File: config.mk
export PLATFORM = sky130hd
export DESIGN_NAME = pixel_pack_sender_flat
export DESIGN_NICKNAME = d
export VERILOG_FILES = /design/src/rtl/pixel_pack_sender_if.sv /design/src/rtl/pixel_pack_sender.sv /design/src/flat_wrapper.sv
export SDC_FILE = /design/constraint.sdc
export NUM_CORES = 1
export LEC_CHECK = 0
export ABC_AREA = 1
export CAP_MARGIN = 10
export CORE_MARGIN = 2
export CORE_UTILIZATION = 49
export CTS_CLUSTER_DIAMETER = 80
export CTS_CLUSTER_SIZE = 10
export DETAILED_ROUTE_END_ITERATION = 10
export PLACE_DENSITY = 0.84
export SETUP_SLACK_MARGIN = 0.02
export SYNTH_ARGS = -nofsm -noshare
export SYNTH_HDL_FRONTEND = slang
export SYNTH_SLANG_ARGS = --single-unit
File: constraint.sdc
create_clock -name clk -period 1.7 [get_ports clk]
set_clock_uncertainty 0.2 [all_clocks]
set_input_delay 0.17 -clock clk [delete_from_list [all_inputs] [get_ports clk]]
set_output_delay 0.17 -clock clk [all_outputs]
set_load 0.1 [all_outputs]
File: src/rtl/pixel_pack_sender_if.sv
// Handshake bundle of the pixel packer: the 16-bit pixel stream coming in and
// the 33-bit epack word stream going out to the pixel data collector.
//   pixel_in / pixel_valid / pixel_ready : pixel stream, transfer = valid & ready
//   epack / epack_valid / epack_ready    : packed word stream, transfer = valid & ready
//   frame_done                           : one-cycle pulse after the last word of a frame
// master = the packer, slave = the environment around it.
interface pixel_pack_sender_if;
   logic [15:0] pixel_in;
   logic        pixel_valid;
   logic        pixel_ready;
   logic [32:0] epack;
   logic        epack_valid;
   logic        epack_ready;
   logic        frame_done;

   modport master (
      input  pixel_in, pixel_valid, epack_ready,
      output pixel_ready, epack, epack_valid, frame_done
   );

   modport slave (
      output pixel_in, pixel_valid, epack_ready,
      input  pixel_ready, epack, epack_valid, frame_done
   );
endinterface

File: src/rtl/pixel_pack_sender.sv
// Transmit end of the epack link: packs pairs of 16-bit pixels into 33-bit
// words ([15:0] first pixel, [31:16] second pixel, [32] start of frame).
// An odd frame length pads the last word with zeros in the upper half.
// Ports:
//   clk   : system clock, rising edge
//   rstn  : asynchronous active-low reset
//   bus   : pixel_pack_sender_if.master (pixel in, epack out, frame_done)
// pixel_ready is the only combinational output and depends on epack_ready
// alone; every other output comes straight from a register.
module pixel_pack_sender #(
   parameter int unsigned PIXELS_PER_FRAME = 3392
) (
   input  logic                clk,
   input  logic                rstn,
   pixel_pack_sender_if.master bus
);
   typedef enum logic {
      PACK_LOW  = 1'b0,
      PACK_HIGH = 1'b1
   } pack_state_t;

   localparam logic [15:0] LAST_PIX = 16'(PIXELS_PER_FRAME - 32'd1);

   pack_state_t state_r;
   logic [15:0] lo_r;
   logic [15:0] pixel_count_r;
   logic        sof_pending_r;
   logic [32:0] epack_r;
   logic        epack_valid_r;
   logic        eof_r;
   logic        frame_done_r;

   logic last_pix_s;
   logic out_free_s;
   logic pixel_ready_s;
   logic pixel_xfer_s;
   logic word_load_s;
   logic word_drain_s;

   // Handshake decode: when a pixel can be taken and whether it completes a word
   always_comb begin
      last_pix_s   = (pixel_count_r == LAST_PIX);
      // The single-entry output buffer can take a new word if empty or draining now
      out_free_s   = !epack_valid_r || bus.epack_ready;
      if ((state_r == PACK_LOW) && !last_pix_s) begin
         pixel_ready_s = 1'b1;
      end else begin
         pixel_ready_s = out_free_s;
      end
      pixel_xfer_s = bus.pixel_valid && pixel_ready_s;
      if ((state_r == PACK_HIGH) || last_pix_s) begin
         word_load_s = pixel_xfer_s;
      end else begin
         word_load_s = 1'b0;
      end
      word_drain_s = epack_valid_r && bus.epack_ready;
   end

   // Pack FSM, frame counters and the registered output word
   always_ff @(posedge clk or negedge rstn) begin
      if (!rstn) begin
         state_r       <= PACK_LOW;
         lo_r          <= 16'h0000;
         pixel_count_r <= 16'd0;
         sof_pending_r <= 1'b1;
         epack_r       <= 33'h0_0000_0000;
         epack_valid_r <= 1'b0;
         eof_r         <= 1'b0;
         frame_done_r  <= 1'b0;
      end else begin
         frame_done_r <= word_drain_s && eof_r;

         // A load wins over a drain in the same cycle so the link sees no bubble
         if (word_load_s) begin
            if (state_r == PACK_HIGH) begin
               epack_r <= {sof_pending_r, bus.pixel_in, lo_r};
            end else begin
               epack_r <= {sof_pending_r, 16'h0000, bus.pixel_in};
            end
            epack_valid_r <= 1'b1;
            eof_r         <= last_pix_s;
         end else if (word_drain_s) begin
            epack_valid_r <= 1'b0;
         end else begin
            epack_valid_r <= epack_valid_r;
         end

         if (pixel_xfer_s) begin
            // Frame wrap re-arms SOF even when the wrapping pixel also loads a word
            if (last_pix_s) begin
               pixel_count_r <= 16'd0;
               sof_pending_r <= 1'b1;
            end else begin
               pixel_count_r <= pixel_count_r + 16'd1;
               if (word_load_s) begin
                  sof_pending_r <= 1'b0;
               end else begin
                  sof_pending_r <= sof_pending_r;
               end
            end

            case (state_r)
               PACK_LOW: begin
                  if (!last_pix_s) begin
                     lo_r    <= bus.pixel_in;
                     state_r <= PACK_HIGH;
                  end else begin
                     state_r <= PACK_LOW;
                  end
               end
               PACK_HIGH: state_r <= PACK_LOW;
               default:   state_r <= PACK_LOW;
            endcase
         end
      end
   end

   assign bus.pixel_ready = pixel_ready_s;
   assign bus.epack       = epack_r;
   assign bus.epack_valid = epack_valid_r;
   assign bus.frame_done  = frame_done_r;

endmodule

File: src/flat_wrapper.sv
// flat-port wrapper written by rule: the top's interface ports become plain ports
module pixel_pack_sender_flat 
#(
   parameter int unsigned PIXELS_PER_FRAME = 3392
)
  (clk, rstn, bus_pixel_in, bus_pixel_valid, bus_epack_ready, bus_pixel_ready, bus_epack, bus_epack_valid, bus_frame_done);
  pixel_pack_sender_if bus_i ();
  input  logic clk;
  input  logic rstn;
  input wire logic [$bits(bus_i.pixel_in)-1:0] bus_pixel_in;
  input wire logic [$bits(bus_i.pixel_valid)-1:0] bus_pixel_valid;
  input wire logic [$bits(bus_i.epack_ready)-1:0] bus_epack_ready;
  output wire logic [$bits(bus_i.pixel_ready)-1:0] bus_pixel_ready;
  output wire logic [$bits(bus_i.epack)-1:0] bus_epack;
  output wire logic [$bits(bus_i.epack_valid)-1:0] bus_epack_valid;
  output wire logic [$bits(bus_i.frame_done)-1:0] bus_frame_done;
  assign bus_i.pixel_in = bus_pixel_in;
  assign bus_i.pixel_valid = bus_pixel_valid;
  assign bus_i.epack_ready = bus_epack_ready;
  assign bus_pixel_ready = bus_i.pixel_ready;
  assign bus_epack = bus_i.epack;
  assign bus_epack_valid = bus_i.epack_valid;
  assign bus_frame_done = bus_i.frame_done;
  pixel_pack_sender #(.PIXELS_PER_FRAME(PIXELS_PER_FRAME)) u_core (.clk(clk), .rstn(rstn), .bus(bus_i));
endmodule
==> summary by stage, run 1 <==
Synth
The synthesized-area fraction occupied by adder cells is 0.00349. The dominant combinational cell family by area after synthesis is simple AND/OR/NAND/NOR gates. The fraction of synthesized cell area in xor and xnor cells is 0.0147. For this run, the register share of the synthesized area comes to 0.489. Synthesis produced a netlist with a net count of 463. The post-synthesis compound-gate area fraction came to 0.0471. In this run the mean area of a mapped cell was 8.11 um^2. The cell type with the largest total area after synthesis is sky130_fd_sc_hd__dfrtp_1. After synthesis, the cell types taking the most area are sky130_fd_sc_hd__dfrtp_1 48%, sky130_fd_sc_hd__nand2_1 17%, sky130_fd_sc_hd__o21ai_0 4.5%, sky130_fd_sc_hd__nand4_1 4.2%, sky130_fd_sc_hd__inv_1 3.8%.

In this run the cell area of the synthesized design comes to 0.00359 mm^2. The mux cell area share after synthesis is 0. The post-synthesis sequential element count is 70. The synthesized netlist cell count is 442.

The dominant register cell in the synthesized netlist is sky130_fd_sc_hd__dfrtp_1. Of the total synthesized cell area, the portion taken by AND, OR, NAND and NOR gates is 0.373. In this run, synthesis inferred 0 flip-flops with an integrated enable. For this run, the number of Yosys warnings is 0.

The share of flip-flops with an asynchronous set or reset is 1.00. Counting distinct cell types in the post-synthesis netlist gives 29. Of the post-synthesis cell area, the dominant cell type holds 0.482.

Finish
In the final layout, the share of cells above drive strength 1 is 0.291. Summing all non-filler instances in the final layout gives an area of 0.00536 mm^2. The fraction of the core area covered by cells at the end of the flow is 0.748.

In the layout the commonest cells are 161 x sky130_fd_sc_hd__nand2_1, 66 x sky130_fd_sc_hd__dfrtp_1, 43 x sky130_fd_sc_hd__buf_12. The fill cell total of the finished layout is 439. Relative to the synthesized area, the layout overhead comes to 49.6%. The library cell used most frequently in the layout, excluding fill and tap cells, is sky130_fd_sc_hd__nand2_1. The repair_antennas step left the layout with diodes totalling 0. The final layout contains 562 nets.

Detailed routing
The antenna violation net count after detailed routing is 0. The first TritonRoute pass finished after 5 iterations. After the first detailed-routing iteration, the DRC count stood at 225. The remaining routing DRC violations is 0. The wire length per cell is 16.2 um. The mean number of vias per cell is 5.50.

The count of vias placed by the detailed router is 3546. The sum of routed wire length over all layers is 10400 um.

Critical path
Counting both buffers and inverters, the worst setup path holds a total of 1. The critical path data required time is 1.33 ns. STA classifies the critical path startpoint as a register.

Data on the critical path arrives at its endpoint at 1.57 ns. In this design, the stage delay of the slowest critical-path cell is 0.40 ns. Walking the worst path, the cells encountered are nor2_2 -> nand2_2 -> nor2_4 -> nand2_4 -> nand2_8 -> nand2_8 -> buf_12. Counting stages on the worst path, the most repeated cell is sky130_fd_sc_hd__nand2_8. The largest individual stage delay along the critical path comes from the cell sky130_fd_sc_hd__dfrtp_1.

The largest fanout of any net on the critical path is 2. The worst setup path is captured at an output pin. Broken down by cell family, the worst path's largest delay share belongs to simple AND/OR/NAND/NOR gates. The critical path is of the register to output pin type.

Timing
The number of hold violations in the final report came to 0. The worst-case hold slack is 0.168 ns. Setup repair after global routing could not meet its margin everywhere. The slack of the critical path is -0.239 ns.

At the pin with the least slew margin, the transition time is 0.629 ns. The final critical-path share of the clock period is 1.14. The clock period minus final worst setup slack is 1.94 ns.

The count of final max-slew check failures came to 0. Setup violations remaining at the end of the flow were counted as 65. The highest clock rate is 516 MHz.

The worst slew margin relative to its limit is 0.581.

Placed design
Timing analysis after detailed placement gives a worst setup slack of -0.118 ns. Port buffering added 55 buffers. The detailed placer's ending HPWL is 6450 um. The congestion estimate from routability-driven global placement came to 0.888. The placed instances occupy a cell area of 0.00484 mm^2.

Clock network
The CTS sink count is 70. The root buffer cell chosen for the clock tree is sky130_fd_sc_hd__clkbuf_8. The number of buffers between clock root and the deepest sink is 2. The later pin in the worst-skew pair is clocked with a latency of 0.35 ns.

The clock buffer count from CTS is 9. The number of H-tree branching levels is 3. The CTS tree is built.

The clock slew seen by the registers of the worst setup and hold paths is 0.07 ns.

Power and ir drop
The power density over the cells is 1780 mW/mm^2. The peak supply drop is 1.45 mV. The leakage power is 2.64 nW.

Run status
The run finished, with violations left. The final reports fail on setup timing.

Worst hold path
The worst hold path belongs to the class primary input to async pin.

Die
The die is 89.5 um tall. The area inside the core boundary is 0.00718 mm^2. The die width is 89.5 um.

The effective utilization at floorplan is 0.500. The die footprint is 0.00802 mm^2. The standard-cell row count is 31. The count of pins on the block boundary is 56.

GRT
The first global-routing pass estimated 15600 um of wire. The via count of the first global-routing pass is 3395. Across every metal layer, demand over resource in global routing totals 0.258. The initial antenna violation count is 0. The pin count of the biggest net entering global routing is 29. The overflow left after global routing is 0.

Flow run
The tool flagged a number of max-cap violations equal to 0.
[sequential cells by signal (all words and copies together), names as in the netlist]
| signal | cells |
|---|---|
| u_core.bus.epack | 33 |
| u_core.lo_r | 16 |
| u_core.pixel_count_r | 16 |
| u_core.bus.epack_valid | 1 |
| u_core.bus.frame_done | 1 |
| u_core.eof_r | 1 |
| u_core.sof_pending_r | 1 |
| u_core.state_r | 1 |
[path summary, 6_finish.rpt]
path / startpoint / to / slack (ns) / depth (start not counted)
hold / removal: rstn / u_core.pixel_count_r[8] / 0.17 / 2
min in group clk: bus_pixel_in[14] / u_core.bus.epack[30] / 0.19 / 3
setup / recovery: u_core.pixel_count_r[14] / bus_pixel_ready / -0.24 / 7
setup reg to reg: u_core.pixel_count_r[14] / u_core.bus.epack[32] / -0.21 / 10
hold reg to reg: u_core.lo_r[9] / u_core.lo_r[9] / 0.30 / 2
max in group asynchronous: rstn / u_core.lo_r[10] / 0.56 / 3
[through the flow]
step	TNS [ns]	std cells	power (mW)
global route	-14.03	645	9.88
floorplan	0	442	5.74
finish	-9.04	645	9.52
CTS	-6.90	638	9.33
global placement	-0.0373	610	7.66
detailed placement	-3.11	610	7.76
[final cells by class]
class	instances	area, um^2	share of cell area
Clock inverter	5	81.3	0.0152
Inverter	37	145	0.0271
Sequential cell	70	1760	0.328
Tap cell	99	124	0.0231
Timing Repair Buffer	106	1430	0.266
Multi-Input combinational cell	317	1690	0.314
Clock buffer	11	141	0.0264
[timing repair]
action | in CTS | in global routing
resized for setup | 11 | 37
endpoints found under the hold margin | 21 | 0
hold buffers | 1 | 0
pin swaps | 9 | 23
cloned | 0 | 2
setup endpoints to repair | 60 | 70
buffers inserted | 11 | 8
[kinds of logic (layout without fill, tap and decap cells)]
group	Yosys count	in the layout
DFF	70	70
xor gates and xnor gates	6	6
and+or+nand+nor	276	277
AOI/OAI and AO/OA	33	33
adders and majority gates	1	1
buffers and inverters	56	159
[power by group]
group	total [mW]	leakage (nW)	switching (mW)	internal [mW]
Clock	1.52	0.110	0.651	0.869
Combinational	5.28	1.64	3.39	1.89
Sequential	2.73	0.886	0.570	2.16
Total	9.52	2.64	4.61	4.92
[metal layers]
layer,part of all wire,vias to the layer above,track usage
li1,-,1612,-
met1,0.37,1699,0.313
met2,0.53,194,0.438
met3,0.070,41,0.0563
met4,0.036,0,0.118
met5,0,-,0
[synthesized netlist by cell type (3+ instances only)]
cell and number:
sky130_fd_sc_hd__buf_2 5, sky130_fd_sc_hd__buf_6 4, sky130_fd_sc_hd__clkbuf_1 5, sky130_fd_sc_hd__dfrtp_1 69, sky130_fd_sc_hd__inv_1 36, sky130_fd_sc_hd__nand2_1 167, sky130_fd_sc_hd__nand2_2 10, sky130_fd_sc_hd__nand2_4 11
sky130_fd_sc_hd__nand2_8 3, sky130_fd_sc_hd__nand3_1 22, sky130_fd_sc_hd__nand3b_1 4, sky130_fd_sc_hd__nand4_1 24, sky130_fd_sc_hd__nor2_1 27, sky130_fd_sc_hd__o21ai_0 32, sky130_fd_sc_hd__xor2_1 6
No activity file was read; power rests on OpenSTA's default activity.
==> inputs of run 2 (changes only) <==
--- a/config.mk
+++ b/config.mk
@@ -13,7 +13,10 @@
 export CTS_CLUSTER_SIZE = 10
 export DETAILED_ROUTE_END_ITERATION = 10
 export PLACE_DENSITY = 0.84
+export RECOVER_POWER = 100
 export SETUP_SLACK_MARGIN = 0.02
+export SKIP_LAST_GASP = 1
 export SYNTH_ARGS = -nofsm -noshare
 export SYNTH_HDL_FRONTEND = slang
 export SYNTH_SLANG_ARGS = --single-unit
+export TNS_END_PERCENT = 50
==> summary by stage, run 2 (synthesis gave the netlist of run 1 again) <==
Power and ir drop
The peak supply drop was 1.23 mV (-15%). The part of the power in the clock network came to 0.181 (+0.021). The logic gate share of total power is 0.513 (-0.041).

The power density over the cells was 1760 mW/mm^2 (-0.72%). The overall power consumption is 8.29 mW (-13%). The leakage power is 2.45 nW (-7.3%). The net switching power of the design is 4.35 mW (-5.6%). The internal power is 3.95 mW (-20%). The power share of the sequential group is 0.306 (+0.020). The fraction of power spent switching nets is 0.524 (+0.0404).

Critical path
The critical path in this run is classified as register to output pin. The source of the worst register-to-register timing path is u_core.pixel_count_r[7]. The critical path startpoint is u_core.pixel_count_r[7]. The depth of the worst register-to-register path was 9 (-1). The largest fanout of any net on the critical path is 2 (unchanged). The endpoint identified for the worst register-to-register timing path is u_core.pixel_count_r[3].

The capturing element of the worst setup path is bus_pixel_ready. The critical path arrival is 1.54 ns (-0.03 ns). The endpoint type of the worst setup path is an output pin. STA classifies the critical path startpoint as a register. The critical path data required time was 1.33 ns (about the same).

The worst-case register-to-register setup slack is -0.21 ns (about the same).

Timing
The count of final max-slew check failures is 0 (unchanged). The highest clock rate is 523 MHz (+1.3%). The final critical-path share of the clock period is 1.13 (-0.0149). The slack of the critical path came to -0.214 ns (+0.0254 ns).

Setup repair after global routing could not meet its margin everywhere. The worst slew margin relative to its limit is 0.589 (+0.00827). The number of hold violations in the final report is 0 (unchanged). The final total negative setup slack came to -8.06 ns (+0.978 ns). The setup-violating endpoint count in the final report is 64 (-1.5%). The measured slew at the worst slew-check pin is 0.617 ns (-0.0124 ns). The clock period minus final worst setup slack came to 1.91 ns (-0.0254 ns). The worst-case hold slack is 0.158 ns (-0.0100 ns).

Finish
The fraction of the core area covered by cells at the end of the flow is 0.656 (-0.0917). The fraction of layout cells with a size suffix above 1 is 0.261 (-0.0301). The number of diodes came to 0 (unchanged).

The final net count is 556 (-1.1%). The fill cell total of the finished layout came to 529 (+21%). From synthesis to final layout, the design area changed by 31.2%. The number of flip-flops under the largest register name is 33 (unchanged). In the layout the commonest cells are 164 x sky130_fd_sc_hd__nand2_1, 67 x sky130_fd_sc_hd__dfrtp_1, 38 x sky130_fd_sc_hd__buf_4. Leaving out fill and tap cells, the most frequent cell in the layout is sky130_fd_sc_hd__nand2_1. The area of all placed cells without fillers is 0.00471 mm^2 (-12%).

Detailed routing
The detailed-router iteration count before antenna repair was 5 (unchanged). The sum of routed wire length over all layers was 9750 um (-6.4%). The wire length per cell came to 15.3 um (-5.5%). The mean number of vias per cell came to 5.41 (-1.7%). The antenna violation net count after detailed routing is 0 (unchanged).

The number of DRC markers after the initial detailed-route iteration is 182 (-19%). The count of vias placed by the detailed router was 3454 (-2.6%). The remaining routing DRC violations is 0 (unchanged).

Clock network
The number of buffers between clock root and the deepest sink is 2 (unchanged). The buffer type at the clock tree root is sky130_fd_sc_hd__clkbuf_8. The number of H-tree branching levels was 3 (unchanged). The clock buffer count from CTS came to 9 (unchanged). The clock slew seen by the registers of the worst setup and hold paths was 0.08 ns (about the same). The CTS sink count is 70 (unchanged). TritonCTS built the clock tree.

The clock latency on the worst-skew pair is 0.35 ns (about the same).

Flow run
The number of violations of the max-capacitance limit was 0 (unchanged).

Die
The die footprint came to 0.00802 mm^2 (unchanged). The die width is 89.5 um (unchanged). The area inside the core boundary is 0.00718 mm^2 (unchanged). The effective utilization at floorplan is 0.500 (unchanged). The standard-cell row count is 31 (unchanged). The die height was 89.5 um (unchanged). The count of pins on the block boundary was 56 (unchanged).

Run status
The checks that failed: setup timing. The run finished, with violations left.

GRT
The overflow left after global routing is 0 (unchanged). The first-pass GRT wire length is 15400 um (-1.3%). The via count of the first global-routing pass is 3339 (-1.6%).

The pin count of the biggest net entering global routing is 29 (unchanged). The initial antenna violation count came to 0 (unchanged). The total global-route track usage is 0.256 (-0.00252).

Placed design
The number of buffer cells added on primary ports is 55 (unchanged). The detailed placer's ending HPWL is 6450 um (unchanged). The post-placement cell area is 0.00484 mm^2 (unchanged). The final weighted congestion of routability-driven global placement came to 0.888 (unchanged).

Worst hold path
The path category of the worst min-delay check is primary input to async pin.
## run 2: how the worst min path moves through the flow
stage                                 from                       to  slack, ns  cells after the start
after floorplan                       rstn      u_core.bus.epack[0]      -0.33                      0
after global placement                rstn  u_core.pixel_count_r[8]      0.008                      1
after detailed placement              rstn  u_core.pixel_count_r[8]       0.02                      1
after CTS                             rstn     u_core.bus.epack[17]       0.17                      2
after global routing      bus_pixel_in[14]     u_core.bus.epack[30]       0.20                      3
final                                 rstn  u_core.pixel_count_r[4]       0.16                      2
## run 2: critical path: stages, from the launching register on
cell                      delay (ns)
sky130_fd_sc_hd__dfrtp_1        0.41
sky130_fd_sc_hd__nor2_4         0.16
sky130_fd_sc_hd__nand2_2        0.10
sky130_fd_sc_hd__nor2_4         0.13
sky130_fd_sc_hd__nand2_4        0.08
sky130_fd_sc_hd__nand2_8        0.08
sky130_fd_sc_hd__nand2_8        0.06
sky130_fd_sc_hd__buf_12         0.17
## run 2: timing repair
| action | CTS | global route |
|---|---|---|
| hold buffers | 1 | 0 |
| setup endpoints to repair | 60 | 70 |
| pin swaps | 9 | 11 |
| gates cloned | 0 | 1 |
| gates resized for setup | 3 | 11 |
| setup buffers | 11 | 4 |
| endpoints found under the hold margin | 21 | 0 |
## run 2: power by group through the flow
stage	combinational [mW]	clock (mW)	sequential, mW
after floorplan	0.965	0	4.77
after global placement	4.96	0	2.70
after detailed placement	5.04	0	2.71
after CTS	5.10	1.53	2.69
after global routing	4.46	1.60	2.59
final	4.26	1.50	2.54
## run 2: area by class of cell
class                   count  area, um^2  share of cell area
clock inverters             5        81.3              0.0173
flip-flops and latches     70        1760               0.374
clock buffers              11         141              0.0300
inverters                  37         139              0.0295
multi-input cells         316        1640               0.348
well taps                  99         124              0.0263
repair buffers            101         823               0.175
## run 2: per-layer routing
layer / track usage / wire [um]
met1: 0.314 / 3860
met2: 0.431 / 5000
met3: 0.0517 / 569
met4: 0.119 / 322
met5: 0 / 0
## run 2: metrics by stage
stage	instances	setup WS (ns)
2_1_floorplan	442	0.0164
3_3_place_gp	610	-0.0108
3_5_place_dp	610	-0.118
4_1_cts	638	-0.233
5_1_grt	639	-0.267
6_report	639	-0.214
